$ cat config.mk
export PLATFORM = sky130hd
export DESIGN_NAME = bcd_time_counter
export DESIGN_NICKNAME = d
export VERILOG_FILES = /design/src/rtl/clock_pkg.sv /design/src/rtl/bcd_mod_counter.sv /design/src/rtl/bcd_time_counter.sv
export SDC_FILE = /design/constraint.sdc
export NUM_CORES = 1
export LEC_CHECK = 0
export BUFFER_PORTS_ARGS = -buffer_cell sky130_fd_sc_hd__buf_2
export CORE_ASPECT_RATIO = 1.25
export CORE_MARGIN = 3
export CORE_UTILIZATION = 35
export CTS_BUF_LIST = sky130_fd_sc_hd__clkbuf_4 sky130_fd_sc_hd__clkbuf_8 sky130_fd_sc_hd__clkbuf_16
export DETAILED_ROUTE_END_ITERATION = 12
export HOLD_SLACK_MARGIN = 0.03
export SLEW_MARGIN = 15
export SYNTH_ARGS = -nofsm -noshare
export SYNTH_HDL_FRONTEND = slang
export SYNTH_HIERARCHICAL = 1
export SYNTH_SLANG_ARGS = --single-unit
$ cat constraint.sdc
create_clock -name clk -period 4.4 [get_ports clk]
set_input_delay 0.22 -clock clk [delete_from_list [all_inputs] [get_ports clk]]
set_output_delay 0.22 -clock clk [all_outputs]
set_load 0.02 [all_outputs]
$ cat src/rtl/clock_pkg.sv
// Shared time-of-day definitions: set-mode encoding and BCD field limits.
// Also used by the display and seven-segment decoder blocks.
package clock_pkg;

   typedef enum logic [1:0] {
      MODE_RUN     = 2'b00,
      MODE_SET_HR  = 2'b01,
      MODE_SET_MIN = 2'b10
   } mode_t;

   localparam logic [7:0] BCD_MAX_SEC = 8'h59;
   localparam logic [7:0] BCD_MAX_MIN = 8'h59;
   localparam logic [7:0] BCD_MAX_HR  = 8'h23;
   localparam logic [7:0] BCD_NOON    = 8'h12;

endpackage

$ cat src/rtl/bcd_mod_counter.sv
// Two-digit packed-BCD counter that wraps from MAX to 8'h00 with a carry.
// A clear has priority over an increment. Any illegal or out-of-range value reloads 8'h00.
module bcd_mod_counter #(
   parameter logic [7:0] MAX = 8'h59
) (
   input  logic       clk,
   input  logic       rst_n,
   input  logic       inc,
   input  logic       clr,
   output logic [7:0] value,
   output logic       carry
);

   logic [7:0] r_val;
   logic [7:0] w_nxt;
   logic       w_legal;
   logic       w_at_max;

   assign w_legal  = (r_val[3:0] <= 4'd9) && (r_val[7:4] <= 4'd9) && (r_val <= MAX);
   assign w_at_max = (r_val == MAX);
   assign carry    = inc && !clr && w_at_max;
   assign value    = r_val;

   always_comb begin
      w_nxt = 8'h00;
      if (w_legal && !w_at_max) begin
         if (r_val[3:0] == 4'd9)
            w_nxt = {r_val[7:4] + 4'd1, 4'd0};
         else
            w_nxt = {r_val[7:4], r_val[3:0] + 4'd1};
      end
   end

   always_ff @(posedge clk) begin
      if (!rst_n)
         r_val <= 8'h00;
      else if (clr)
         r_val <= 8'h00;
      else if (inc)
         r_val <= w_nxt;
   end

endmodule

$ cat src/rtl/bcd_time_counter.sv
// Time-of-day core: 1 Hz prescaler, RUN/SET_HR/SET_MIN mode FSM and BCD hh:mm:ss chain.
// Time and sec_tick update one edge after the prescaler wrap; ALARM_EN adds alarm_set/alarm_hit.
module bcd_time_counter
   import clock_pkg::*;
#(
   parameter int CLK_HZ   = 100_000_000,
   parameter int TICK_DIV = CLK_HZ
) (
   input  logic       clk,
   input  logic       rst_n,
   input  logic       run,
   input  logic       mode_btn,
   input  logic       inc_btn,
`ifdef ALARM_EN
   input  logic       alarm_set,
   output logic       alarm_hit,
`endif
   output logic [7:0] hours_bcd,
   output logic [7:0] minutes_bcd,
   output logic [7:0] seconds_bcd,
   output logic       pm,
   output logic [1:0] mode,
   output logic       sec_tick
);

   localparam int PRESC_W = (TICK_DIV > 1) ? $clog2(TICK_DIV) : 1;
   localparam logic [PRESC_W-1:0] PRESC_LAST = PRESC_W'(TICK_DIV - 1);

   mode_t              r_mode, w_mode_nxt;
   logic [PRESC_W-1:0] r_presc;
   logic               r_sec_tick;
   logic               w_counting, w_tick, w_inc_ok;
   logic               w_sec_clr, w_min_inc, w_hr_inc;
   logic               w_sec_carry, w_min_carry, w_hr_carry;
   logic [7:0]         w_sec, w_min, w_hr;

   always_ff @(posedge clk) begin
      if (!rst_n)
         r_mode <= MODE_RUN;
      else
         r_mode <= w_mode_nxt;
   end

   always_comb begin
      w_mode_nxt = r_mode;
      if (mode_btn) begin
         case (r_mode)
            MODE_RUN:     w_mode_nxt = MODE_SET_HR;
            MODE_SET_HR:  w_mode_nxt = MODE_SET_MIN;
            default:      w_mode_nxt = MODE_RUN;
         endcase
      end
   end

   // A mode press always changes mode, so it also resets the prescaler and suppresses the tick.
   assign w_counting = (r_mode == MODE_RUN) && run;
   assign w_tick     = w_counting && (r_presc == PRESC_LAST) && !mode_btn;
   assign w_inc_ok   = inc_btn && !mode_btn;

   always_ff @(posedge clk) begin
      if (!rst_n) begin
         r_presc    <= '0;
         r_sec_tick <= 1'b0;
      end else begin
         r_sec_tick <= w_tick;
         if (mode_btn || (w_counting && r_presc == PRESC_LAST))
            r_presc <= '0;
         else if (w_counting)
            r_presc <= r_presc + 1'b1;
      end
   end

   assign w_sec_clr = mode_btn && (r_mode == MODE_RUN);
   assign w_min_inc = (w_tick && w_sec_carry) || ((r_mode == MODE_SET_MIN) && w_inc_ok);
   assign w_hr_inc  = ((r_mode == MODE_RUN) && w_min_carry) || ((r_mode == MODE_SET_HR) && w_inc_ok);

   bcd_mod_counter #(.MAX(BCD_MAX_SEC)) u_sec (
      .clk(clk), .rst_n(rst_n), .inc(w_tick), .clr(w_sec_clr), .value(w_sec), .carry(w_sec_carry)
   );

   bcd_mod_counter #(.MAX(BCD_MAX_MIN)) u_min (
      .clk(clk), .rst_n(rst_n), .inc(w_min_inc), .clr(1'b0), .value(w_min), .carry(w_min_carry)
   );

   bcd_mod_counter #(.MAX(BCD_MAX_HR)) u_hr (
      .clk(clk), .rst_n(rst_n), .inc(w_hr_inc), .clr(1'b0), .value(w_hr), .carry(w_hr_carry)
   );

`ifdef ALARM_EN
   logic [15:0] r_alarm;
   logic        r_alarm_hit;

   // Matches one cycle after the tick that lands on HH:MM:00.
   always_ff @(posedge clk) begin
      if (!rst_n) begin
         r_alarm     <= 16'h0000;
         r_alarm_hit <= 1'b0;
      end else begin
         if (alarm_set)
            r_alarm <= {w_hr, w_min};
         r_alarm_hit <= r_sec_tick && (r_mode == MODE_RUN) && (w_sec == 8'h00)
                        && ({w_hr, w_min} == r_alarm);
      end
   end

   assign alarm_hit = r_alarm_hit;
`endif

   assign hours_bcd   = w_hr;
   assign minutes_bcd = w_min;
   assign seconds_bcd = w_sec;
   assign pm          = (w_hr >= BCD_NOON);
   assign mode        = r_mode;
   assign sec_tick    = r_sec_tick;

   logic w_unused;
   assign w_unused = w_hr_carry;

endmodule
==> reports/summary.txt, run 1 <==
Ant diodes: 0
CTS H-Tree Depth: 2
Synth warnings: 6
I/O Buffers: 32
CP Capture Type: register
HP Start: rst_n
Outcome: finished, final reports clean
Setup Total Neg Slack: 0 ns
Rel. slew slack: 59.4%
Vias post-DR: 2769
Top Ports: 33
Layout Nets: 408
Final worst path period share: 87.5%
Actual slew at the worst max-slew pin: 0.603 ns
Initial antenna violation count: 0
Drt wl/cell: 14.1 um
Largest net degree at the start of global routing: 22
Die X-Extent: 88.8 um
Remaining global-route overflow: 0
Die height: 110 um
DR pass1 iterations: 4
Final setup vio count: 0
Maximum vdd drop: 0.184 mV
CP startpoint: mode[1]$_SDFFE_PN0P_
Mean post-synth cell area: 8.46 um2
Antenna Nets Post-Route: 0
CTS tree: built
Critical Path RT: 4.64 ns
Final Hold Viols: 0
Power Density: 257 nW/um2
Startpoint Class: register
Crit path kind: reg2reg
CP Data Arrival Time: 4.08 ns
Crit path time final: 3.85 ns
Initial core utilization: 36.2%
Worst Hold Class: in2reg
R2R setup slack: 0.55 ns
Final std cells w/o fill: 491
Cell Count Post-Placement: 483
Fillers: 857
Clock root buffer: clkbuf_8
Final number of max-transition violations: 0
Footprint of the multi-input gates: 1860 um2
Gr usage total: 15.2%
Worst-path clk slew: 0.10 ns
Synth Instances: 355
Global-route wire length before repair: 12.2 mm
R2R Path Start: mode[1]$_SDFFE_PN0P_
CORE AREA: 8290 um2
Storage element area: 1080 um2
RePlAce Congestion: 0.854
Max_cap viols: 0
Synthesis-to-layout area growth: 13.7%
Worst-skew pair later-pin latency: 0.30 ns
Cell Area, Synth: 3000 um2
Initial DRC Count: 95
Final Util: 41.2%
Die area: 9730 um2
Number of setup buffers added after CTS: 0
DRC: 0
TritonCTS Buffers: 5
Maximum achievable frequency: 260 MHz
Bufs on Longest Clock Path: 2
LEAKAGE: 1.17 nW
CTS Sinks: 54
Post-DP HPWL: 5.19 mm
DRT Wirelength: 6.93 mm
Via density: 5.64
CP Max Fanout: 9
Row count: 37
Vias in the first global route: 2631
Final Skew: 0.00857 ns
RSZ-0062 raised after global routing: false
Layout cell share with drive strength beyond 1: 17.3%
-- metal layers --
metal / share of wire (%) / track usage (%) / vias to the layer above
li1: - / - / 1377
met1: 45 / 18.8 / 1324
met2: 50 / 26.0 / 57
met3: 3.7 / 2.70 / 11
met4: 2.0 / 5.51 / 0
met5: 0 / 0 / -
-- through the flow --
| stage | total power, W | hold slack (ns) | area, um2 | worst slack [ns] |
|---|---|---|---|---|
| 5_1_grt | 0.000917 | 0.252 | 3410 | 0.0986 |
| 4_1_cts | 0.000892 | 0.232 | 3400 | 0.443 |
| 3_5_place_dp | 0.000549 | 0.482 | 3290 | 0.481 |
| 2_1_floorplan | 0.000534 | 0.338 | 3020 | 0.687 |
| 3_3_place_gp | 0.000548 | 0.473 | 3290 | 0.606 |
| 6_report | 0.000878 | 0.236 | 3410 | 0.551 |
-- critical path, cell delays in order (launching register included) --
cell     delay [ns]
dfxtp_1        0.40
or3b_4         0.46
nor4_2         0.37
nand3_1        0.14
nor2_1         0.11
buf_4          0.15
nor4b_1        0.27
nand4_1        0.13
a21oi_1        0.17
buf_4          0.16
nor4b_1        0.21
nor2b_1        0.17
a21oi_1        0.05
nor2_1         0.33
nand2_1        0.17
nor3b_1        0.21
o21ai_0        0.13
a21oi_1        0.18
-- cell usage in the layout, fill, tap and decap left out, types with 5 or more instances in the layout --
master	instances
a21oi_1	29
and2_1	9
and3_1	7
buf_2	32
clkbuf_8	5
conb_1	5
dfxtp_1	54
ha_1	10
inv_1	13
nand2_1	26
nand2b_1	7
nand3_1	13
nand3b_1	5
nand4_1	21
nor2_1	26
nor2b_1	10
nor3_1	10
nor3b_1	5
o21ai_0	10
o31ai_1	11
or3_1	8
or4_1	9
xnor2_1	6
xor2_1	7
-- cell type report --
cell class | count | area share [%]
flip-flops and latches | 54 | 31.7
well taps | 97 | 3.55
clock buffers | 6 | 2.24
multi-input cells | 283 | 54.5
clock inverters | 2 | 1.10
repair buffers | 36 | 5.57
inverters | 13 | 1.43
-- registers in the layout, indices dropped and copies added (netlist names) --
name         cells
mode             2
u_sec/value      8
u_hr/value       8
r_presc         27
u_min/value      8
sec_tick         1
-- final timing paths --
check | endpoint | depth (start not counted)
min | mode[0]$_SDFFE_PN0P_ | 2
max reg2reg | u_hr/value[3]$_SDFFE_PP0P_ | 17
max | u_hr/value[3]$_SDFFE_PP0P_ | 17
min reg2reg | r_presc[16]$_SDFFE_PP0P_ | 2
-- power breakdown --
group / internal [W] / switching (W) / leakage [nW] / total (W)
combinational: 0.0000155 / 0.0000275 / 0.683 / 0.0000430
sequential: 0.000491 / 0.00000387 / 0.435 / 0.000494
clock: 0.000176 / 0.000164 / 0.0548 / 0.000341
total: 0.000682 / 0.000196 / 1.17 / 0.000878
-- timing repair --
item / CTS / global route
endpoints found under the setup margin: 0 / 3
hold buffers: 0 / 0
resized for setup: 0 / 2
Power figures use the tool's default switching activity.
==> inputs of run 2 (changes only) <==
Settings changed: CAP_MARGIN set to 20, CORE_UTILIZATION 35 to 55, PLACE_DENSITY set to 0.81.
==> run 2 against run 1 <==
Net effect:
- final area shrank 2.4%
- setup slack improved by 0.0051 ns
- non-clock buffer count is 1 lower
- first-iteration DRC count increased by 57%
- worst hold slack got worse by 0.016 ns
- largest cell class unchanged
==> reports/summary.txt, run 2 (synthesis gave the netlist of run 1 again) <==
Actual slew at the worst max-slew pin: 0.669 ns (+0.0664 ns)
Die area: 6390 um2 (-34%)
CP Data Arrival Time: 4.09 ns (about the same)
Final WS setup: 0.556 ns (+0.00514 ns)
Post-place setup slack: 0.476 ns (-0.00468 ns)
Crit path time final: 3.84 ns (-0.00514 ns)
Slowest stage delay, CP: 0.58 ns (+0.12 ns)
Final Hold Viols: 0 (unchanged)
Startpoint Class: register
Initial antenna violation count: 0 (unchanged)
Antenna Nets Post-Route: 0 (unchanged)
CP Capture Type: register
Commonest cells after routing, fill and taps aside: dfxtp_1, buf_2, a21oi_1
Largest net degree at the start of global routing: 22 (unchanged)
Critical Path RT: 4.65 ns (about the same)
Die height: 88.6 um (-19%)
Die X-Extent: 72.1 um (-19%)
Top Ports: 33 (unchanged)
Vias post-DR: 2740 (-1.0%)
Slowest CP cell: nor4b_1
DRC: 0 (unchanged)
Post-DP HPWL: 4.86 mm (-6.2%)
Power Density: 246 nW/um2 (-4.3%)
I/O Buffers: 32 (unchanged)
RePlAce Congestion: 0.894 (+4.6%)
DR pass1 iterations: 4 (unchanged)
Final worst path period share: 87.4% (-0.12 points)
Global-route wire length before repair: 11.0 mm (-9.9%)
Number of setup buffers added after CTS: 0 (unchanged)
CTS tree: built
Drt wl/cell: 14.2 um (+0.37%)
Worst Hold Class: in2reg
Maximum vdd drop: 0.205 mV (+11%)
Vias in the first global route: 2557 (-2.8%)
CORE AREA: 5190 um2 (-37%)
Clock root buffer: clkbuf_8
Initial DRC Count: 149 (+57%)
Fillers: 467 (-46%)
Worst-path clk slew: 0.11 ns (about the same)
RSZ-0062 raised after global routing: false
Row count: 29 (-22%)
Via density: 6.02 (+6.8%)
Worst-skew pair later-pin latency: 0.32 ns (+0.02 ns)
CTS Sinks: 54 (unchanged)
DRT Wirelength: 6.44 mm (-7.0%)
Most flop-heavy register: r_presc
Ant diodes: 0 (unchanged)
Gr usage total: 21.1% (+5.9 points)
Rel. slew slack: 54.7% (-4.7 points)
Initial core utilization: 57.9% (+22 points)
Layout cell share with drive strength beyond 1: 16.8% (-0.46 points)
Final Util: 64.2% (+23 points)
Bufs on Longest Clock Path: 2 (unchanged)
CTS H-Tree Depth: 2 (unchanged)
Setup Total Neg Slack: 0 ns (unchanged)
Synthesis-to-layout area growth: 11.0%
Max_cap viols: 0 (unchanged)
Crit path kind: reg2reg
CP Max Fanout: 9 (unchanged)
Final number of max-transition violations: 0 (unchanged)
Final setup vio count: 0 (unchanged)
Worst-path cell chain: ha_1, nor4b_1, nand3_1, nor2_1, buf_4, nor4b_1, nand4_1, a21oi_1, buf_4, nor4b_1, nor2b_1, a21oi_1, nor2_2, nand2_1, nor3b_1, o21ai_0, a21oi_1
Outcome: finished, final reports clean
Layout Nets: 407 (-0.25%)
LEAKAGE: 1.15 nW (-1.7%)
Final Skew: 0.0163 ns (+0.00773 ns)
Max FFs per register: 27 (unchanged)
Most common cell after layout, fill and taps aside: dfxtp_1
Remaining global-route overflow: 0 (unchanged)
TritonCTS Buffers: 5 (unchanged)
Maximum achievable frequency: 260 MHz (+0.13%)
## run 2: cell count changes in the layout (fill, tap and decap cells not counted), sizes merged
cell      previous run  this run
bufinv               1         0
inv                 13        14
clkbuf               6         5
clkinvlp             1         2
buf                 36        35
## run 2: cell type report
class / count / area [um2] / share of cell area, %
Clock inverter: 3 / 23.8 / 0.713
Multi-Input combinational cell: 283 / 1850 / 55.5
Tap cell: 62 / 77.6 / 2.33
Clock buffer: 5 / 68.8 / 2.07
Timing Repair Buffer: 35 / 183 / 5.48
Sequential cell: 54 / 1080 / 32.4
Inverter: 13 / 48.8 / 1.46
## run 2: worst paths after layout
path / from / endpoint / slack, ns / depth (start not counted)
setup reg to reg: r_presc[0]$_SDFFE_PP0P_ / u_hr/value[3]$_SDFFE_PP0P_ / 0.56 / 17
hold / removal: rst_n / mode[0]$_SDFFE_PN0P_ / 0.22 / 2
setup / recovery: r_presc[0]$_SDFFE_PP0P_ / u_hr/value[3]$_SDFFE_PP0P_ / 0.56 / 17
hold reg to reg: r_presc[26]$_SDFFE_PP0P_ / r_presc[26]$_SDFFE_PP0P_ / 0.50 / 2
## run 2: repair_timing
action	CTS	global route
hold buffers	0	0
setup endpoints to repair	0	1
resized for setup	0	1
## run 2: where the power goes
| group | internal (W) | switching [W] | total [W] |
|---|---|---|---|
| Sequential | 0.000491 | 0.00000447 | 0.000495 |
| Clock | 0.000114 | 0.000169 | 0.000284 |
| Combinational | 0.0000149 | 0.0000261 | 0.0000410 |
## run 2: critical path, delay by kind of cell, from the launching register on
kind | cells | cell delay (ns)
DFF | 1 | 0.47
buffers and inverters | 2 | 0.31
adders and majority gates | 1 | 0.25
AOI/OAI and AO/OA | 4 | 0.50
and+or+nand+nor | 10 | 2.24
## run 2: per-stage QoR
step / hold slack, ns / power (W) / cells / area (um2)
after detailed placement: 0.484 / 0.000547 / 447 / 3240
after CTS: 0.211 / 0.000828 / 455 / 3330
final: 0.220 / 0.000820 / 455 / 3330
after floorplan: 0.338 / 0.000534 / 359 / 3020
after global placement: 0.470 / 0.000546 / 447 / 3240
after global routing: 0.231 / 0.000855 / 455 / 3330
## run 2: layer usage
metal / global-route usage [%] / wire, um / part of all wire [%] / vias up
li1: - / - / - / 1373
met1: 24.9 / 2800 / 44 / 1281
met2: 37.0 / 3200 / 50 / 74
met3: 3.86 / 330 / 5.1 / 12
met4: 9.23 / 112 / 1.7 / 0
met5: 0 / 0 / 0 / -
